--- src/rtl/tiger_fetch_if.sv ---
// Instruction-fetch bus bundle.
// Groups the Avalon-MM style instruction memory read port, the redirect
// request from execute, and the instruction handoff to the decoder.
//   imem_address/imem_read        : fetch -> memory read request
//   imem_waitrequest              : memory stall, request held while high
//   imem_readdata/imem_readdatavalid : in-order read responses
//   redirect/redirect_pc          : taken branch/jump, new fetch address
//   instr/instr_pc/instr_valid    : fetched instruction to decoder
//   instr_ready                   : decoder accepts the presented instruction
// master = fetch unit, slave = memory/pipeline environment.
interface tiger_fetch_if;
    logic [31:0] imem_address;
    logic        imem_read;
    logic        imem_waitrequest;
    logic [31:0] imem_readdata;
    logic        imem_readdatavalid;
    logic        redirect;
    logic [31:0] redirect_pc;
    logic [31:0] instr;
    logic [31:0] instr_pc;
    logic        instr_valid;
    logic        instr_ready;

    modport master (
        output imem_address, imem_read, instr, instr_pc, instr_valid,
        input  imem_waitrequest, imem_readdata, imem_readdatavalid,
               redirect, redirect_pc, instr_ready
    );

    modport slave (
        input  imem_address, imem_read, instr, instr_pc, instr_valid,
        output imem_waitrequest, imem_readdata, imem_readdatavalid,
               redirect, redirect_pc, instr_ready
    );
endinterface

--- src/rtl/tiger_fetch.sv ---
// tiger_fetch: instruction fetch unit with a 2-entry instruction buffer.
// Issues word-aligned reads to instruction memory, tracks in-flight reads,
// buffers returned words with their PCs, and discards everything fetched
// down the old path when a redirect arrives.
// Ports:
//   clk   : single clock, rising edge
//   reset : synchronous, active-high
//   bus   : tiger_fetch_if.master (memory read port, redirect, decoder handoff)
// Parameter:
//   RESET_PC : first fetch address after reset (bits [1:0] ignored)
module tiger_fetch #(
    parameter logic [31:0] RESET_PC = 32'h0000_0000
) (
    input logic           clk,
    input logic           reset,
    tiger_fetch_if.master bus
);
    localparam logic [31:0] START_PC = RESET_PC & 32'hFFFF_FFFC;

    logic [31:0] r_fetch_pc;
    logic [31:0] r_ret_pc;
    logic [31:0] r_redir_pc;
    logic        r_redir_pend;
    logic [1:0]  r_outstanding;
    logic [1:0]  r_drop;
    logic [1:0]  r_count;
    logic        r_head;
    logic [31:0] r_buf_instr [2];
    logic [31:0] r_buf_pc    [2];

    logic [31:0] w_redirect_pc;
    logic [2:0]  w_sum;
    logic [2:0]  w_limit;
    logic        w_pop;
    logic        w_req;
    logic        w_accept;
    logic        w_resp;
    logic        w_keep;
    logic        w_tail;

    assign w_redirect_pc = bus.redirect_pc & 32'hFFFF_FFFC;

    assign w_pop    = !reset && (r_count != 2'd0) && bus.instr_ready;

    // Credit check: outstanding + buffered - popping < 2. Once a request
    // is raised, outstanding+buffered stays <= 1 until it is accepted, so
    // the request can never be withdrawn under waitrequest.
    assign w_sum    = {1'b0, r_outstanding} + {1'b0, r_count};
    assign w_limit  = 3'd2 + {2'b00, w_pop};
    assign w_req    = !reset && (w_sum < w_limit);
    assign w_accept = w_req && !bus.imem_waitrequest;

    // Responses with nothing outstanding are protocol errors and ignored.
    assign w_resp   = bus.imem_readdatavalid && (r_outstanding != 2'd0);
    assign w_keep   = w_resp && !bus.redirect && (r_drop == 2'd0);

    // Tail slot = head + count (mod 2); with count==2 a push only happens
    // alongside a pop, which frees the head slot.
    assign w_tail   = r_head ^ r_count[0];

    assign bus.imem_read    = w_req;
    assign bus.imem_address = reset ? START_PC : r_fetch_pc;
    assign bus.instr_valid  = !reset && (r_count != 2'd0);
    assign bus.instr        = r_buf_instr[r_head];
    assign bus.instr_pc     = r_buf_pc[r_head];

    always_ff @(posedge clk) begin
        if (reset) begin
            r_fetch_pc    <= START_PC;
            r_ret_pc      <= START_PC;
            r_redir_pc    <= START_PC;
            r_redir_pend  <= 1'b0;
            r_outstanding <= '0;
            r_drop        <= '0;
            r_count       <= '0;
            r_head        <= 1'b0;
            for (int unsigned i = 0; i < 2; i++) begin
                r_buf_instr[i] <= '0;
                r_buf_pc[i]    <= '0;
            end
        end else begin
            // Fetch PC. A redirect that lands on a stalled request is parked
            // until that request is accepted at its original address.
            if (bus.redirect) begin
                if (w_req && bus.imem_waitrequest) begin
                    r_redir_pend <= 1'b1;
                    r_redir_pc   <= w_redirect_pc;
                end else begin
                    r_fetch_pc   <= w_redirect_pc;
                    r_redir_pend <= 1'b0;
                end
            end else if (w_accept) begin
                r_fetch_pc   <= r_redir_pend ? r_redir_pc : r_fetch_pc + 32'd4;
                r_redir_pend <= 1'b0;
            end

            r_outstanding <= r_outstanding + {1'b0, w_accept} - {1'b0, w_resp};

            // Every read still in flight at a redirect belongs to the old
            // path; a parked stalled request joins the drop count on accept.
            if (bus.redirect) begin
                r_drop <= r_outstanding + {1'b0, w_accept} - {1'b0, w_resp};
            end else begin
                r_drop <= r_drop + {1'b0, (w_accept && r_redir_pend)}
                                 - {1'b0, (w_resp && (r_drop != 2'd0))};
            end

            if (bus.redirect) begin
                r_ret_pc <= w_redirect_pc;
            end else if (w_keep) begin
                r_ret_pc <= r_ret_pc + 32'd4;
            end

            if (bus.redirect) begin
                r_count <= '0;
            end else begin
                if (w_keep) begin
                    r_buf_instr[w_tail] <= bus.imem_readdata;
                    r_buf_pc[w_tail]    <= r_ret_pc;
                end
                r_count <= r_count + {1'b0, w_keep} - {1'b0, w_pop};
                r_head  <= r_head ^ w_pop;
            end
        end
    end
endmodule

--- src/flat_wrapper.sv ---
// flat-port wrapper written by rule: the top's interface ports become plain ports
module tiger_fetch_flat 
#(
    parameter logic [31:0] RESET_PC = 32'h0000_0000
)
  (clk, reset, bus_imem_address, bus_imem_read, bus_instr, bus_instr_pc, bus_instr_valid, bus_imem_waitrequest, bus_imem_readdata, bus_imem_readdatavalid, bus_redirect, bus_redirect_pc, bus_instr_ready);
  tiger_fetch_if bus_i ();
  input logic clk;
  input logic reset;
  output wire logic [$bits(bus_i.imem_address)-1:0] bus_imem_address;
  output wire logic [$bits(bus_i.imem_read)-1:0] bus_imem_read;
  output wire logic [$bits(bus_i.instr)-1:0] bus_instr;
  output wire logic [$bits(bus_i.instr_pc)-1:0] bus_instr_pc;
  output wire logic [$bits(bus_i.instr_valid)-1:0] bus_instr_valid;
  input wire logic [$bits(bus_i.imem_waitrequest)-1:0] bus_imem_waitrequest;
  input wire logic [$bits(bus_i.imem_readdata)-1:0] bus_imem_readdata;
  input wire logic [$bits(bus_i.imem_readdatavalid)-1:0] bus_imem_readdatavalid;
  input wire logic [$bits(bus_i.redirect)-1:0] bus_redirect;
  input wire logic [$bits(bus_i.redirect_pc)-1:0] bus_redirect_pc;
  input wire logic [$bits(bus_i.instr_ready)-1:0] bus_instr_ready;
  assign bus_imem_address = bus_i.imem_address;
  assign bus_imem_read = bus_i.imem_read;
  assign bus_instr = bus_i.instr;
  assign bus_instr_pc = bus_i.instr_pc;
  assign bus_instr_valid = bus_i.instr_valid;
  assign bus_i.imem_waitrequest = bus_imem_waitrequest;
  assign bus_i.imem_readdata = bus_imem_readdata;
  assign bus_i.imem_readdatavalid = bus_imem_readdatavalid;
  assign bus_i.redirect = bus_redirect;
  assign bus_i.redirect_pc = bus_redirect_pc;
  assign bus_i.instr_ready = bus_instr_ready;
  tiger_fetch #(.RESET_PC(RESET_PC)) u_core (.clk(clk), .reset(reset), .bus(bus_i));
endmodule
--- config.mk ---
export PLATFORM = sky130hd
export DESIGN_NAME = tiger_fetch_flat
export DESIGN_NICKNAME = d
export VERILOG_FILES = /design/src/rtl/tiger_fetch_if.sv /design/src/rtl/tiger_fetch.sv /design/src/flat_wrapper.sv
export SDC_FILE = /design/constraint.sdc
export NUM_CORES = 1
export LEC_CHECK = 0
export CORE_AREA = 2 2 146 148
export CTS_CLUSTER_SIZE = 24
export DETAILED_ROUTE_END_ITERATION = 8
export DIE_AREA = 0 0 148 150
export GPL_ROUTABILITY_DRIVEN = 0
export GPL_TIMING_DRIVEN = 0
export PLACE_DENSITY = 0.8
export SYNTH_ARGS = -nofsm -noshare
export SYNTH_HDL_FRONTEND = slang
export SYNTH_SLANG_ARGS = --single-unit
--- constraint.sdc ---
create_clock -name clk -period 3.55 [get_ports clk]
set_input_delay 0.71 -clock clk [delete_from_list [all_inputs] [get_ports clk]]
set_output_delay 0.71 -clock clk [all_outputs]
set_load 0.02 [all_outputs]
==> impl_results.md, run 1 <==
- Outcome: complete, no violations
- H-Tree Depth: 1
- Clock root cell: clkbuf_16
- Pre-antenna DRT Iters: 6
- Largest net degree at the start of global routing: 63
- Logic gate share of total power: 18.1%
- CP startpoint kind: input port
- # rows: 53
- Initial Utilization: 53.78%
- Post-synth top area share: 33.46%
- Drt wl/cell: 20.30 microns
- Final setup vio count: 0
- Slew Limit Fails: 0
- Antenna cells: 0
- Most frequent cell after synthesis: and2_1
- Max cap viols: 0
- Synth top area cells: edfxtp_1, dfxtp_1, and2_1
- Total routed wirelength: 31860 microns
- Vias: 9464
- Cells after DPL: 1526
- R2r setup slk: 420 ps
- Antenna violations before repair: 0
- Tot GR Track Use: 28.17%
- Fmax: 286.4 MHz
- I/O Pins: 168
- VDD IR max: 0.0002972 V
- Crit path kind: in2out
- Detailed placement HPWL: 22070 microns
- First-pass GRT wire length: 49070 microns
- Die X: 148 microns
- Post-route cell area: 0.01387 sq mm
- Sw Pwr: 1.851 mW
- Netlist Area Pre-Place: 0.01113 sq mm
- Yosys top cell by area: edfxtp_1
- Iter 0 DRT Violations: 1062
- Synth unique cells: 73
- Post-Layout Cell Count: 1569
- Cell-internal power: 4.839 mW
- Worst slew margin: 30.68%
- DR vias/cell: 6.032
- Post-Synthesis Cells: 1087
- Antenna-violating nets left: 0
- Die Span Y: 150 microns
- Final #Nets: 1357
- Final min period: 3491 ps
- Total congestion overflow: 0
- WP data required: 2840 ps
- Clock Power Share: 36.3%
- DRC Markers: 0
- Synth Area per Inst: 10.24 sq um
- Pwr/cell area: 482.3 mW/mm^2
- Clock Latency Late Sink: 520 ps
- Post-DP Area: 0.01310 sq mm
- Die ar.: 0.02220 sq mm
- WP data arrival: 2780 ps
- Number of synthesis warnings: 0
- Clock Sinks: 223
- PortBufs: 161
- Placeable Area: 0.02069 sq mm
- Top_reg_cell synth: edfxtp_1
- Number of global-route vias before repair: 9155
- Post-synth EDFFs: 124
- CTS buffer count: 24
- Sw frac: 27.67%
- Crit. End Element: output pin
- LEAKAGE: 5.045 nW
- Hold Crit Class: reg2reg
- Clock-pin slew on the worst setup and hold paths: 60 ps
- Share of cells above drive strength 1: 9.892%
- RSZ-0062 raised after global routing: no
- Worst Path Max Fanout: 10
- Syn-to-layout area delta: 24.67%
- Post-synth top cells: and2_1, edfxtp_1, nand2_1
- Longest Clk Path Bufs: 3
- Synth async-reset ratio: 0%
- Fin. Hold Viols: 0
- Crit share post-route: 98.34%
- Sequential-to-total area share from yosys stat: 51.28%
- CTS tree: done
- Worst Skew: 9.013 ps
- Worst-Margin Slew: 1031 ps
- Setup Buffers After CTS: 0
- Tot Pwr: 6.691 mW
- Power share of the sequential group: 45.6%
- Post-synthesis sequential element count: 223
[cells in the final DEF (no fill, tap or decap), types with 5 or more instances in the layout]
cell type and instances:
inv_1 20, clkbuf_16 25, nand2_1 104, ha_1 9, nand4_1 22, o21a_1 5
and3_1 10, o21ai_0 35, nand2b_1 5, mux2_2 62, edfxtp_1 124, xnor2_1 19
a21oi_1 65, a311oi_1 5, xor2_1 18, nor4_1 10, mux2i_1 6, nor2b_1 27
nand3_1 31, or3_1 5, o31ai_1 21, nor2_1 47, clkbuf_1 59, buf_1 5
buf_2 6, nor3_1 10, o211a_1 7, dfxtp_1 99, a31oi_1 12, o31a_1 6
and2_1 133, clkinv_1 5, clkdlybuf4s50_1 160, a211oi_1 19, and4_1 13
[sequential cells by signal (all words and copies together) (netlist names), 2 cells and up, named ones only]
| register | count |
|---|---|
| u_core.r_count | 2 |
| u_core.r_ret_pc | 30 |
| u_core.r_drop | 2 |
| u_core.r_buf_pc | 60 |
| u_core.r_outstanding | 2 |
| u_core.r_redir_pc | 30 |
| u_core.r_buf_instr | 64 |
| u_core.r_fetch_pc | 30 |
[logic make-up (layout without fill, tap and decap cells)]
group           after synthesis  in the layout  share of synthesized area, %
other cells                   1              4                       0.03370
compound gates              211            211                         12.48
xor+xnor                     37             37                         2.912
fa+ha+maj                    10             10                         1.192
flops                       223            223                         51.28
mux                          68             68                         6.814
simple gates                439            439                         21.71
buf+inv                      98            302                         3.576
[worst paths after layout]
kind | depth (start not counted) | end | from
worst max register to register | 5 | u_core.r_buf_instr[0][21]$_SDFFCE_PN0P_ | u_core.r_outstanding[1]$_SDFF_PP0_
worst min-delay path | 2 | u_core.r_redir_pc[14]$_SDFFE_PP0P_ | u_core.r_redir_pc[14]$_SDFFE_PP0P_
worst min register to register | 2 | u_core.r_redir_pc[14]$_SDFFE_PP0P_ | u_core.r_redir_pc[14]$_SDFFE_PP0P_
worst max-delay path | 6 | bus_imem_address[20] | reset
[final cells by class]
class / instances / area (sq um)
plain buffers: 78 / 335.3
fillers: 1619 / 6818
clock inverters: 15 / 125.1
multi-input cells: 769 / 5040
flip-flops and latches: 223 / 5705
inverters: 20 / 75.07
clock buffers: 28 / 636.9
repair buffers: 161 / 1610
well taps: 275 / 344.1
[critical path, stage by stage]
cell and delay (ps):
clkdlybuf4s50_1 510, clkbuf_2 310, clkbuf_2 330, clkbuf_4 300, nor2_1 70, clkdlybuf4s50_1 550
[power by group through the flow]
| stage | clock (mW) | sequential (mW) | combinational [mW] |
|---|---|---|---|
| 4_1_cts | 2.44 | 3.05 | 1.19 |
| 3_3_place_gp | 0 | 3.09 | 1.16 |
| 3_5_place_dp | 0 | 3.10 | 1.18 |
| 6_report | 2.43 | 3.05 | 1.21 |
| 5_1_grt | 2.56 | 3.07 | 1.29 |
| 2_1_floorplan | 0 | 3.06 | 0.716 |
[timing repair]
item,in CTS,in global routing
hold buffers,0,0
setup endpoints to repair,28,66
endpoints found under the hold margin,0,0
gates resized for setup,8,1
pin swaps,0,1
gates cloned,0,0
[metrics by stage]
| step | hold slack [ps] | utilization (%) | TNS [ps] | setup WS [ps] |
|---|---|---|---|---|
| 3_3_place_gp | 442.6 | 63.29 | -96720 | -846.1 |
| 5_1_grt | 474.7 | 67.05 | 0 | 4.864 |
| 3_5_place_dp | 448.0 | 63.31 | -39520 | -814.4 |
| 2_1_floorplan | 431.2 | - | 0 | 697.7 |
| 6_report | 459.0 | 67.05 | 0 | 58.80 |
| 4_1_cts | 460.4 | 67.04 | 0 | 18.56 |
[routing by layer]
layer,GRT usage [%],part of all wire [%],vias to the layer above
met2,46.99,46,618
met1,36.31,39,4392
li1,-,-,4312
met4,11.19,4.4,0
met5,0,0,-
met3,5.488,11,142
Power figures use the tool's default switching activity.
==> inputs of run 2 (changes only) <==
ABC_AREA = 1   (was unset)
CORE_AREA = 2 2 149 151   (was 2 2 146 148)
DIE_AREA = 0 0 151 153   (was 0 0 148 150)
REMOVE_ABC_BUFFERS = 1   (was unset)
==> run 2 against run 1 <==
Clock-buffer cell count grew 3; global-route usage shrank 3.4 points; flip-flop and latch count is the same; hold slack lost 20 ps; setup slack gained 70 ps; final cell count grew 21%; synthesized cell count grew 36%; combinational power grew 18%; critical path type unchanged; largest cell class unchanged; area after synthesis grew 4.8%.
==> impl_results.md, run 2 <==
- # rows: 54 (was 53)
- Synth unique cells: 38 (was 73)
- Outcome: complete, no violations (unchanged)
- Number of global-route vias before repair: 9465 (was 9155)
- Post-synthesis sequential element count: 223 (unchanged)
- Crit path from: reset (unchanged)
- DRC Markers: 0 (unchanged)
- Post-route cell area: 0.01414 sq mm (was 0.01387 sq mm)
- Die X: 151 microns (was 148 microns)
- Most frequent cells in the layout: nand2_1, nor2_1, inv_1 (was clkdlybuf4s50_1, and2_1, edfxtp_1)
- Crit. End Element: output pin (unchanged)
- Post-synth top area share: 31.94% (was 33.46%)
- Layout fillers: 1784 (was 1619)
- Worst slew margin: 15.13% (was 30.68%)
- Sw frac: 29.43% (was 27.67%)
- Logic gate share of total power: 21.0% (was 18.1%)
- Most frequent cell after synthesis: nand2_1 (was and2_1)
- Initial Utilization: 54.26% (was 53.78%)
- Post-Synthesis Cells: 1479 (was 1087)
- Placeable Area: 0.02149 sq mm (was 0.02069 sq mm)
- CTS buffer count: 23 (was 24)
- Max FFs per register: 64 (unchanged)
- First-pass GRT wire length: 46350 microns (was 49070 microns)
- Top reg by flops: u_core.r_buf_instr (unchanged)
- Die ar.: 0.02310 sq mm (was 0.02220 sq mm)
- Crit path kind: in2out (unchanged)
- Total congestion overflow: 0 (unchanged)
- Clock Sinks: 223 (unchanged)
- Final setup vio count: 0 (unchanged)
- Top_reg_cell synth: edfxtp_1 (unchanged)
- Netlist Area Pre-Place: 0.01166 sq mm (was 0.01113 sq mm)
- Antenna cells: 0 (unchanged)
- Detailed placement HPWL: 20150 microns (was 22070 microns)
- Fmax: 292.3 MHz (was 286.4 MHz)
- WL met3: 2554 microns (was 3409 microns)
- Share of cells above drive strength 1: 7.896% (was 9.892%)
- Largest net degree at the start of global routing: 64 (was 63)
- H-Tree Depth: 1 (unchanged)
- Pre-antenna DRT Iters: 6 (unchanged)
- I/O Pins: 168 (unchanged)
- WP data arrival: 2710 ps (was 2780 ps)
- Hold Crit Class: reg2reg (unchanged)
- Tot GR Track Use: 24.82% (was 28.17%)
- Worst Skew: 7.221 ps (was 9.013 ps)
- Pwr/cell area: 481.5 mW/mm^2 (was 482.3 mW/mm^2)
- Slew Limit Fails: 0 (unchanged)
- VDD IR max: 0.0002439 V (was 0.0002972 V)
- Hold Crit Start: u_core.r_redir_pc[12]$_SDFFE_PP0P_ (was u_core.r_redir_pc[14]$_SDFFE_PP0P_)
- Synth async-reset ratio: 0% (unchanged)
- Metal-1 WL: 12290 microns (was 12390 microns)
- Worst-Margin Slew: 1271 ps (was 1031 ps)
- Wire length on met2: 13830 microns (was 14670 microns)
- Sequential-to-total area share from yosys stat: 48.94% (was 51.28%)
- CP startpoint kind: input port (unchanged)
- Tot Pwr: 6.811 mW (was 6.691 mW)
- Yosys top cell by area: edfxtp_1 (unchanged)
- Post-DP Area: 0.01341 sq mm (was 0.01310 sq mm)
- R2R Path Start: u_core.r_redir_pend$_SDFFE_PP0P_ (was u_core.r_outstanding[1]$_SDFF_PP0_)
- Fin. Hold Viols: 0 (unchanged)
- Clock root cell: clkbuf_16 (unchanged)
- Sw Pwr: 2.005 mW (was 1.851 mW)
- Power share of the sequential group: 46.0% (was 45.6%)
- Longest Clk Path Bufs: 3 (unchanged)
- Crit share post-route: 96.37% (was 98.34%)
- Max cap viols: 0 (unchanged)
- RSZ-0062 raised after global routing: no (unchanged)
- LEAKAGE: 5.630 nW (was 5.045 nW)
- Post-synth top cells: nand2_1, nor2_1, inv_1 (was and2_1, edfxtp_1, nand2_1)
- Antenna violations before repair: 0 (unchanged)
- CTS Hold Bufs: 0 (unchanged)
- Final #Nets: 1685 (was 1357)
- Drt wl/cell: 15.51 microns (was 20.30 microns)
- Worst Path Max Fanout: 60 (was 10)
- WP data required: 2840 ps (about the same)
- Most common cell after layout, fill and taps aside: nand2_1 (was clkdlybuf4s50_1)
- DR vias/cell: 5.381 (was 6.032)
- Top flop regs: u_core.r_buf_instr x64, u_core.r_buf_pc x60 (unchanged)
- Die Span Y: 153 microns (was 150 microns)
- Synth top area cells: edfxtp_1, dfxtp_1, nand2_1 (was edfxtp_1, dfxtp_1, and2_1)
- Vias: 10.23k (was 9464)
- Post-synth EDFFs: 124 (unchanged)
- Iter 0 DRT Violations: 923 (was 1062)
- Number of synthesis warnings: 0 (unchanged)
- Clock Power Share: 33.0% (was 36.3%)
- Clock-pin slew on the worst setup and hold paths: 60 ps (about the same)
- Clock Latency Late Sink: 510 ps (was 520 ps)
- PortBufs: 161 (unchanged)
- Highest Signal Layer: met4 (unchanged)
- Total routed wirelength: 29490 microns (was 31860 microns)
- CTS tree: done (unchanged)
- Synth Area per Inst: 7.882 sq um (was 10.24 sq um)
- Final Util: 65.83% (was 67.05%)
- Final min period: 3421 ps (was 3491 ps)
- Antenna-violating nets left: 0 (unchanged)
- Syn-to-layout area delta: 21.34% (was 24.67%)
- Cell-internal power: 4.806 mW (was 4.839 mW)
[run 2: cell count changes in the layout (fill, tap and decap cells not counted), sizes merged, moves of 27 or more]
cell	previous run	this run
nor2	48	292
nand2	104	316
inv	20	180
and2	134	0
nand3	31	99
clkbuf	90	31
o21ai	37	80
a21oi	66	99
nor2b	27	0
[run 2: layout make-up]
| type | instances | area [sq um] | share of cell area, % |
|---|---|---|---|
| inverters | 181 | 690.7 | 4.883 |
| clock inverters | 10 | 73.82 | 0.5219 |
| repair buffers | 167 | 1732 | 12.24 |
| well taps | 280 | 350.3 | 2.477 |
| flip-flops and latches | 223 | 5709 | 40.36 |
| multi-input cells | 1009 | 4974 | 35.16 |
| clock buffers | 31 | 615.6 | 4.352 |
[run 2: cell families (layout without fill, tap and decap cells)]
logic type               Yosys count  in the layout  share of synthesized area [%]
AO/OA/AOI/OAI                    193            193                          8.533
XOR/XNOR                          14             14                          1.052
adder cells (fa/ha/maj)           10             10                          1.138
buffers and inverters            250            389                          8.855
flip-flops                       223            223                          48.94
multiplexers                      62             62                          5.989
other                              1              4                        0.03217
AND/OR/NAND/NOR                  726            726                          25.46
[run 2: critical path, cell delays in order]
cell and delay [ps]:
buf_2 220, buf_12 230, inv_8 190, buf_16 250
nand4_1 140, nand2_1 150, nand2_1 110, inv_1 70
clkdlybuf4s50_1 600
[run 2: metrics by stage]
stage	hold slack [ps]	setup TNS, ps	std cells	setup slack [ps]
3_3_place_gp	429.2	-1258340	1854	-5848
3_5_place_dp	431.5	-107900	1860	-821.7
4_1_cts	442.5	0	1901	16.15
2_1_floorplan	422.3	-83300	1413	-1033
5_1_grt	466.6	0	1901	3.539
6_report	439.4	0	1901	128.9
[run 2: final timing paths]
check             slack (ps)  cells past startpoint                                 end
setup / recovery         130                      9                       bus_imem_read
hold / removal           440                      2  u_core.r_redir_pc[12]$_SDFFE_PP0P_
setup reg to reg         440                      5         u_core.r_drop[1]$_SDFF_PP0_
hold reg to reg          440                      2  u_core.r_redir_pc[12]$_SDFFE_PP0P_
[run 2: power groups by stage]
| stage | sequential [mW] | combinational, mW | clock (mW) |
|---|---|---|---|
| 3_5_place_dp | 3.18 | 1.41 | 0 |
| 5_1_grt | 3.16 | 1.59 | 2.36 |
| 4_1_cts | 3.13 | 1.43 | 2.28 |
| 6_report | 3.13 | 1.43 | 2.25 |
| 3_3_place_gp | 3.18 | 1.36 | 0 |
| 2_1_floorplan | 3.13 | 0.885 | 0 |
[run 2: what timing repair did]
| item | CTS | global route |
|---|---|---|
| buffers inserted | 0 | 0 |
| endpoints found under the setup margin | 137 | 2 |
| resized for setup | 5 | 4 |
[run 2: metal layers]
metal	vias to the layer above	track usage [%]
met2	454	41.71
li1	5018	-
met4	0	7.877
met5	-	0
met3	65	2.985
met1	4693	33.48
==> inputs of run 3 (changes only) <==
MAX_ROUTING_LAYER = met4   (was unset)
==> run 3 against run 2 <==
Clock-buffer cell count did not move; global-route usage increased by 0.76 points; die area did not move; utilization is the same; critical path depth unchanged; setup slack improved by 6.4 ps; flip-flop and latch count stayed put; clock skew grew 2.6 ps; design area stayed put; critical path type unchanged.
==> impl_results.md, run 3 (synthesis results as in run 2) <==
- RSZ-0062 raised after global routing: no (unchanged)
- CTS Hold Bufs: 0 (unchanged)
- PortBufs: 161 (unchanged)
- Layout fillers: 1784 (unchanged)
- LEAKAGE: 5.630 nW (unchanged)
- Antenna cells: 0 (unchanged)
- Worst-Margin Slew: 1288 ps (was 1271 ps)
- Longest Clk Path Bufs: 3 (unchanged)
- Hold Crit Class: reg2reg (unchanged)
- Tot GR Track Use: 25.58% (was 24.82%)
- VDD IR max: 0.0002427 V (was 0.0002439 V)
- Antenna-violating nets left: 0 (unchanged)
- Worst Path Max Fanout: 60 (unchanged)
- Most common cell after layout, fill and taps aside: nand2_1 (unchanged)
- Crit-path slowest cell: clkdlybuf4s50_1 (unchanged)
- Pre-antenna DRT Iters: 5 (was 6)
- Top flop regs: u_core.r_buf_instr x64, u_core.r_buf_pc x60 (unchanged)
- Multi-input gate area: 0.004974 sq mm (unchanged)
- Final setup vio count: 0 (unchanged)
- Setup Buffers After CTS: 0 (unchanged)
- Syn-to-layout area delta: 21.34% (unchanged)
- Clock Sinks: 223 (unchanged)
- I/O Pins: 168 (unchanged)
- Fmax: 292.8 MHz (was 292.3 MHz)
- Worst slew margin: 14.03% (was 15.13%)
- Max FFs per register: 64 (unchanged)
- Top reg by flops: u_core.r_buf_instr (unchanged)
- Clock root cell: clkbuf_16 (unchanged)
- First-pass GRT wire length: 46420 microns (was 46350 microns)
- Slew Limit Fails: 0 (unchanged)
- Initial Utilization: 54.26% (unchanged)
- Worst Skew: 9.819 ps (was 7.221 ps)
- Slowest stage delay, CP: 600 ps (about the same)
- H-Tree Depth: 1 (unchanged)
- Total routed wirelength: 29540 microns (was 29490 microns)
- Cells along the critical path: buf_2 -> buf_12 -> inv_8 -> buf_16 -> nand4_1 -> nand2_1 -> nand2_1 -> inv_1 -> clkdlybuf4s50_1 (unchanged)
- CTS buffer count: 23 (unchanged)
- Most frequent cells in the layout: nand2_1, nor2_1, inv_1 (unchanged)
- Share of cells above drive strength 1: 7.896% (unchanged)
- WP data arrival: 2700 ps (was 2710 ps)
- Crit path kind: in2out (unchanged)
- Delay-heaviest family, CP: buffers and inverters (unchanged)
- Tot Pwr: 6.823 mW (was 6.811 mW)
- Outcome: complete, no violations (unchanged)
- Iter 0 DRT Violations: 923 (unchanged)
- Pwr/cell area: 482.3 mW/mm^2 (was 481.5 mW/mm^2)
- WHS: 440.1 ps (was 439.4 ps)
- Antenna violations before repair: 0 (unchanged)
- Crit. End Element: output pin (unchanged)
- Final Util: 65.83% (unchanged)
- Fin. Hold Viols: 0 (unchanged)
- # rows: 54 (unchanged)
- Die Span Y: 153 microns (unchanged)
- DR vias/cell: 5.381 (unchanged)
- Crit share post-route: 96.19% (was 96.37%)
- Placeable Area: 0.02149 sq mm (unchanged)
- Final min period: 3415 ps (was 3421 ps)
- Vias: 10.23k (unchanged)
- Drt wl/cell: 15.54 microns (was 15.51 microns)
- Clock-pin slew on the worst setup and hold paths: 60 ps (about the same)
- Total congestion overflow: 0 (unchanged)
- Post-route cell area: 0.01414 sq mm (unchanged)
- Detailed placement HPWL: 20150 microns (unchanged)
- Crit path buffers/inverters: 6 (unchanged)
- DRC Markers: 0 (unchanged)
- CTS tree: done (unchanged)
- Clock Latency Late Sink: 510 ps (about the same)
- WP data required: 2840 ps (about the same)
- Crit path top cell by count: nand2_1 (unchanged)
- Register area: 0.005709 sq mm (unchanged)
- Sum of negative setup slack: 0 ps (unchanged)
- Number of global-route vias before repair: 9469 (was 9465)
- CP startpoint kind: input port (unchanged)
- Largest net degree at the start of global routing: 64 (unchanged)
- Die X: 151 microns (unchanged)
- Final #Nets: 1685 (unchanged)
- Max cap viols: 0 (unchanged)
- Post-DP Area: 0.01341 sq mm (unchanged)
- Die ar.: 0.02310 sq mm (unchanged)
## run 3: cell counts in the layout (fill, tap and decap cells not counted)
No cell type changed its count.
## run 3: final timing paths
path	startpoint	to	slack, ps	cells after the start
setup / recovery	reset	bus_imem_read	140	9
setup reg to reg	u_core.r_redir_pend$_SDFFE_PP0P_	u_core.r_drop[1]$_SDFF_PP0_	430	5
hold reg to reg	u_core.r_redir_pc[12]$_SDFFE_PP0P_	u_core.r_redir_pc[12]$_SDFFE_PP0P_	440	2
hold / removal	u_core.r_redir_pc[12]$_SDFFE_PP0P_	u_core.r_redir_pc[12]$_SDFFE_PP0P_	440	2
## run 3: area by class of cell
class,instances,area share [%]
clock buffer,31,4.352
multi-input combinational,1009,35.16
timing repair buffer,167,12.24
inverter,181,4.883
clock inverter,10,0.5219
sequential,223,40.36
tap,280,2.477
## run 3: routing by layer
metal	part of all wire, %	wire length (microns)	track usage (%)
met2	46	13740	41.73
met4	2.7	800	7.877
met1	42	12540	33.49
met5	0	0	-
met3	8.4	2470	3.015
## run 3: power breakdown
group          internal [mW]  switching [mW]
Combinational          0.558           0.875
Clock                   1.29           0.970
Sequential              2.96           0.172
## run 3: timing repair
action                                 in CTS  in global routing
gates resized for setup                     5                  4
pin swaps                                   0                  0
endpoints found under the hold margin       0                  0
setup endpoints to repair                 137                  2
## run 3: worst register-to-register path, delay by kind of cell (launching register included)
kind,cells,cell delay (ps)
AOI/OAI and AO/OA,1,100
xor gates and xnor gates,1,200
adders and majority gates,1,230
buffers and inverters,1,1030
DFF,1,1170
and+or+nand+nor,1,280
## run 3: stage by stage
step                std cells  worst slack, ps
finish                   1901            135.2
global route             1901           0.8840
CTS                      1901            16.15
detailed placement       1860           -821.7
global placement         1854            -5848
floorplan                1413            -1033
